**src/rtl/branch_predictor_unit.sv**
```systemverilog
// Branch predictor: BHT of 2-bit counters + tagged BTB, with table-clear sequencer.
// Define BPU_GSHARE_EN for gshare indexing with speculative GHR; default is bimodal.
module branch_predictor_unit #(
    parameter int         BHT_IDX_W = 8,
    parameter int         BTB_IDX_W = 6,
    parameter int         GHR_W     = 8,
    parameter logic [1:0] CNT_INIT  = 2'b01
) (
    input  logic              clk,
    input  logic              reset,
    input  logic              flush_tables,
    output logic              ready,
    input  logic              lookup_en,
    input  logic [31:0]       lookup_pc,
    output logic              pred_hit,
    output logic              pred_taken,
    output logic [31:0]       pred_target,
    output logic [GHR_W-1:0]  pred_ghr,
    input  logic              update_en,
    input  logic [31:0]       update_pc,
    input  logic [GHR_W-1:0]  update_ghr,
    input  logic              update_is_cond,
    input  logic              update_taken,
    input  logic [31:0]       update_target,
    input  logic              update_mispredict
);

    localparam int TAG_W = 30 - BTB_IDX_W;
    localparam int PTR_W = (BHT_IDX_W > BTB_IDX_W) ? BHT_IDX_W : BTB_IDX_W;
    localparam int BHT_N = 1 << BHT_IDX_W;
    localparam int BTB_N = 1 << BTB_IDX_W;
    localparam logic [PTR_W-1:0] PTR_LAST = '1;

    typedef enum logic {S_CLEAR, S_RUN} state_t;

    state_t state_q, state_d;
    logic [PTR_W-1:0] ptr_q, ptr_d;
    logic [GHR_W-1:0] ghr;
    logic [GHR_W-1:0] up_ghr;

    logic [1:0]       bht_mem  [BHT_N];
    logic             btb_vld  [BTB_N];
    logic [TAG_W-1:0] btb_tag  [BTB_N];
    logic [31:0]      btb_tgt  [BTB_N];
    logic             btb_cond [BTB_N];

    logic [BHT_IDX_W-1:0] lk_bht_idx, up_bht_idx;
    logic [BTB_IDX_W-1:0] lk_btb_idx, up_btb_idx;
    logic [TAG_W-1:0]     lk_tag, up_tag;
    logic [1:0]           lk_ctr, up_ctr, ctr_nxt;
    logic                 lk_cond;

    logic                 bht_we, btb_we;
    logic [BHT_IDX_W-1:0] bht_wa;
    logic [BTB_IDX_W-1:0] btb_wa;
    logic [1:0]           bht_wd;
    logic                 btb_wv, btb_wcond;
    logic [TAG_W-1:0]     btb_wtag;
    logic [31:0]          btb_wtgt;
    logic                 bht_clr_ok, btb_clr_ok;

    assign ready = (state_q == S_RUN);

    assign lk_btb_idx = lookup_pc[BTB_IDX_W+1:2];
    assign lk_tag     = lookup_pc[31:BTB_IDX_W+2];
    assign lk_bht_idx = lookup_pc[BHT_IDX_W+1:2] ^ BHT_IDX_W'(ghr);
    assign lk_ctr     = bht_mem[lk_bht_idx];
    assign lk_cond    = btb_cond[lk_btb_idx];

    assign pred_hit    = ready & btb_vld[lk_btb_idx]
                       & (btb_tag[lk_btb_idx] == lk_tag);
    assign pred_taken  = pred_hit & (~lk_cond | lk_ctr[1]);
    assign pred_target = pred_hit ? btb_tgt[lk_btb_idx] : 32'h0;
    assign pred_ghr    = ready ? ghr : '0;

    assign up_btb_idx = update_pc[BTB_IDX_W+1:2];
    assign up_tag     = update_pc[31:BTB_IDX_W+2];
    assign up_bht_idx = update_pc[BHT_IDX_W+1:2] ^ BHT_IDX_W'(up_ghr);
    assign up_ctr     = bht_mem[up_bht_idx];

    always_comb begin
        ctr_nxt = up_ctr;
        if (update_taken) begin
            if (up_ctr != 2'd3) ctr_nxt = up_ctr + 2'd1;
        end else begin
            if (up_ctr != 2'd0) ctr_nxt = up_ctr - 2'd1;
        end
    end

    // The clear pointer spans the larger table; the smaller one skips out-of-range slots.
    assign bht_clr_ok = ((ptr_q >> BHT_IDX_W) == '0);
    assign btb_clr_ok = ((ptr_q >> BTB_IDX_W) == '0);

    always_comb begin
        bht_we    = 1'b0;
        bht_wa    = up_bht_idx;
        bht_wd    = ctr_nxt;
        btb_we    = 1'b0;
        btb_wa    = up_btb_idx;
        btb_wv    = 1'b1;
        btb_wtag  = up_tag;
        btb_wtgt  = update_target;
        btb_wcond = update_is_cond;
        if (!ready) begin
            bht_we    = bht_clr_ok;
            bht_wa    = ptr_q[BHT_IDX_W-1:0];
            bht_wd    = CNT_INIT;
            btb_we    = btb_clr_ok;
            btb_wa    = ptr_q[BTB_IDX_W-1:0];
            btb_wv    = 1'b0;
            btb_wtag  = '0;
            btb_wtgt  = '0;
            btb_wcond = 1'b0;
        end else if (update_en) begin
            bht_we = update_is_cond;
            btb_we = update_taken;
        end
    end

    always_ff @(posedge clk) begin
        if (bht_we) bht_mem[bht_wa] <= bht_wd;
        if (btb_we) begin
            btb_vld[btb_wa]  <= btb_wv;
            btb_tag[btb_wa]  <= btb_wtag;
            btb_tgt[btb_wa]  <= btb_wtgt;
            btb_cond[btb_wa] <= btb_wcond;
        end
    end

    always_comb begin
        state_d = state_q;
        ptr_d   = ptr_q;
        case (state_q)
            S_CLEAR: begin
                ptr_d = ptr_q + 1'b1;
                if (ptr_q == PTR_LAST) state_d = S_RUN;
                if (flush_tables) begin
                    ptr_d   = '0;
                    state_d = S_CLEAR;
                end
            end
            S_RUN: begin
                if (flush_tables) begin
                    ptr_d   = '0;
                    state_d = S_CLEAR;
                end
            end
            default: begin
                state_d = S_CLEAR;
                ptr_d   = '0;
            end
        endcase
    end

    always_ff @(posedge clk or negedge reset) begin
        if (!reset) begin
            state_q <= S_CLEAR;
            ptr_q   <= '0;
        end else begin
            state_q <= state_d;
            ptr_q   <= ptr_d;
        end
    end

`ifdef BPU_GSHARE_EN
    logic [GHR_W-1:0] ghr_q, ghr_d;

    // Repair from the resolved snapshot beats the wrong-path lookup shift.
    always_comb begin
        ghr_d = ghr_q;
        if (!ready || flush_tables) begin
            ghr_d = '0;
        end else if (update_en && update_mispredict) begin
            ghr_d = update_is_cond ? GHR_W'({update_ghr, update_taken})
                                   : update_ghr;
        end else if (lookup_en && pred_hit && lk_cond) begin
            ghr_d = GHR_W'({ghr_q, lk_ctr[1]});
        end
    end

    always_ff @(posedge clk or negedge reset) begin
        if (!reset) ghr_q <= '0;
        else        ghr_q <= ghr_d;
    end

    assign ghr    = ghr_q;
    assign up_ghr = update_ghr;
`else
    logic unused_cfg;

    assign ghr        = '0;
    assign up_ghr     = '0;
    assign unused_cfg = ^{lookup_en, update_ghr, update_mispredict};
`endif

    logic unused_bits;
    assign unused_bits = ^{lookup_pc[1:0], update_pc[1:0]};

endmodule
```
**config.mk**
```make
export PLATFORM = sky130hd
export DESIGN_NAME = branch_predictor_unit
export DESIGN_NICKNAME = d
export VERILOG_FILES = /design/src/rtl/branch_predictor_unit.sv
export SDC_FILE = /design/constraint.sdc
export NUM_CORES = 2
export LEC_CHECK = 0
export CORE_MARGIN = 1
export CORE_UTILIZATION = 56
export CTS_CLUSTER_DIAMETER = 120
export DETAILED_ROUTE_END_ITERATION = 12
export PLACE_DENSITY = 0.82
export SLEW_MARGIN = 10
export SYNTH_ARGS = -nofsm -noshare
export SYNTH_HDL_FRONTEND = slang
export SYNTH_MEMORY_MAX_BITS = 65536
export SYNTH_SLANG_ARGS = --single-unit
```
**constraint.sdc**
```tcl
create_clock -name clk -period 7.29 [get_ports clk]
set_input_delay 1.458 -clock clk [delete_from_list [all_inputs] [get_ports clk]]
set_output_delay 1.458 -clock clk [all_outputs]
set_load 0.005 [all_outputs]
```
==> metrics <==
# rows 199; final net count 8202; YS warnings 0; HP Class flip-flop to flip-flop; Synth Register Bits 4233; die span in x 548 µm; core box area 295000 µm²; placed cell count 11600; Synth Flop Type edfxtp_1; Layout Utilization 64.0%; Hold Crit Depth 2; # fillers 17800; vias in the first global route 92400; reg2reg path depth 6; post-synth cell types 88; Initial DRT Pass Iterations 7; Syn Inst Count 7559; Post-Layout Inst Area 189000 µm²; Worst Setup Path Type input port to output port; gr ovfl total 0; Slew HR 14.4%; crit path max fanout 35; Async SR Flop Fraction 0.213%; DP HPWL 260000 µm; Routed Antenna Nets 0; setup ws final -0.199 ns; area of the multi-input gates 37900 µm²; pwr/cell area 263 nW/µm²; Max-Cap Viols 0; CTS buffer count 398; Worst Path Arrival 6.03 ns; final std cells w/o fill 12300; Hold Startpoint ptr_q[2]; crit path cell chain buf_16 -> buf_6 -> mux2i_1 -> a22oi_1 -> a21oi_1 -> nor4_2 -> buf_4 -> mux2i_1 -> a211oi_2 -> nand4_1 -> or4_4 -> buf_12 -> a2111oi_2 -> buf_4 -> clkdlybuf4s50_1; TNS Setup -2.26 ns; fmax 0.134 GHz; hold_ws 0.634 ns; Worst-Skew Late Latency 0.97 ns; crit start category input port; crit path from lookup_pc[3]; # IOs 155; Syn Area/Cell 22.1 µm²; die area 300000 µm²; Sequential Area 127000 µm²; top cells by area, synth edfxtp_1 76%, mux4_2 16%, mux2i_1 1.9%, nor2_1 0.95%, a22oi_1 0.73%; status finished with violations; Tot Pwr 49.7 mW; via count 91000; Final min period 7.49 ns; input/output buffers 132; CTS tree built; drt initial violations 17500; layout cell share with drive strength beyond 1 27.8%; # DRC 0; area grow syn2layout 13.3%; worst hold endpoint ptr_q[2]; Die H 548 µm; dpl cell area 176000 µm²; register area share after synthesis 76.2%; post-synth top area share 76.1%; aggregate global-route resource usage 35.0%; GP Congestion 0.895; FF-to-FF End btb_tgt[35][7]; number of synthesized flops with an enable pin 4224; clock root buffer master clkbuf_16; Worst R2R Start ready; largest net degree at the start of global routing 143; flop-to-flop setup slack 2.56 ns; critical path required time 5.83 ns; crit path max-delay cell type or4_4; P_leak 63.1 nW; pre-CTS WS -0.187 ns; Final Routed Wirelength 526000 µm; Max VDD drop 0.207 mV; clock buffer depth 4; WL/cell 42.6 µm; clk_skew 0.0574 ns; Setup-failing EPs final 31; Final period util 103%; Worst path max stage delay 0.61 ns; htree depth 5; initial antenna violation count 29; Final Hold Violating Endpoints 0; first-pass GRT wire length 721000 µm; Crit. End Element output port; Cell Area, Synth 167000 µm²; violated checks negative setup slack; Sinks on Clock Net 4233; clock slew seen by the registers of the worst setup and hold paths 0.06 ns; Initial Util 56.5%; mean number of vias per cell 7.37; Worst-Margin Slew 1.28 ns; final number of max-transition violations 0; post-synth top area cell edfxtp_1
## worst max-delay path by stage
stage,slack [ns],endpoint,cells after the start
floorplan,0.83,bht_mem[0][0],11
global placement,-0.19,pred_target[30],16
detailed placement,-0.19,pred_target[30],16
CTS,0.01,pred_target[26],16
global route,-0.14,pred_target[30],15
finish,-0.20,pred_target[30],15
## critical path, delay by kind of cell
kind / cells / cell delay, ns
buffers and inverters: 6 / 1.64
AOI/OAI and AO/OA: 4 / 1.15
and+or+nand+nor: 3 / 0.96
muxes: 2 / 0.70
## per-layer routing
metal  part of all wire, %  GRT usage (%)  vias to the layer above
met5                 0.049          0.206                        -
met3                    17           10.4                     2463
met2                    46           54.1                     9879
met4                   8.3           23.5                       26
li1                      -              -                    33000
met1                    29           43.3                    45600
## registers in the layout, indices dropped and copies added, names as in the netlist
name      cells
ptr_q         8
btb_tgt    2048
ready         1
bht_mem     512
btb_vld      64
btb_cond     64
btb_tag    1536
## layout make-up
| type | count | share of cell area [%] |
|---|---|---|
| Sequential cell | 4233 | 67.3 |
| Multi-Input combinational cell | 2873 | 20.1 |
| Clock buffer | 476 | 5.49 |
| Timing Repair Buffer | 566 | 3.29 |
| Tap cell | 3919 | 2.60 |
| Clock inverter | 239 | 1.17 |
| Inverter | 17 | 0.0391 |
| Antenna cell | 26 | 0.0345 |
## power breakdown
group / internal, mW / total, mW / switching, mW
Sequential: 26.5 / 26.5 / 0.0411
Combinational: 1.03 / 2.46 / 1.43
Clock: 11.5 / 20.8 / 9.30
## kinds of logic after synthesis
logic type	count (synthesis)	share of synthesized area, %
mux	1484	17.6
xor+xnor	26	0.137
other cells	1	0.00225
flops	4233	76.2
fa+ha+maj	3	0.0195
simple gates	889	2.57
buf+inv	460	1.47
compound gates	463	1.98
## synthesized netlist by cell type, drive strengths merged, types with 9 or more instances
master / instances
nor2: 421
nand2b: 15
buf: 283
o21ai: 35
nor3b: 33
nor4: 13
mux4: 1155
and3: 10
inv: 15
mux2i: 321
nand3: 73
and2: 75
a22o: 19
o31ai: 11
xor2: 10
xnor2: 16
clkbuf: 160
a21oi: 66
nand4: 29
nor2b: 24
o22ai: 43
a31oi: 18
a22oi: 161
nor3: 23
nand2: 148
dfrtp: 9
edfxtp: 4224
a211oi: 22
## cells in the final DEF, fill, tap and decap left out, types with 28 or more instances in the layout
cell type and n:
nand2_1 148, mux2i_1 321, clkbuf_1 73, nand4_1 28, nor2_1 355, a22oi_1 160, buf_4 311, edfxtp_1 4224
mux4_2 1150, clkinv_2 77, nand3_1 70, nor2_4 65, clkbuf_16 407, bufinv_16 37, o22ai_1 43, a21oi_1 66
o21ai_0 31, and2_1 29, clkdlybuf4s50_1 123, buf_12 108, nor3b_2 28, clkinv_1 91, and2_2 42
## timing repair
action	4_1_cts	5_1_grt
pin swaps	2	6
buffers inserted	0	6
resized for setup	11	29
endpoints found under the setup margin	34	32
cloned	2	4
hold buffers	0	0
No activity file was read; power rests on OpenSTA's default activity.
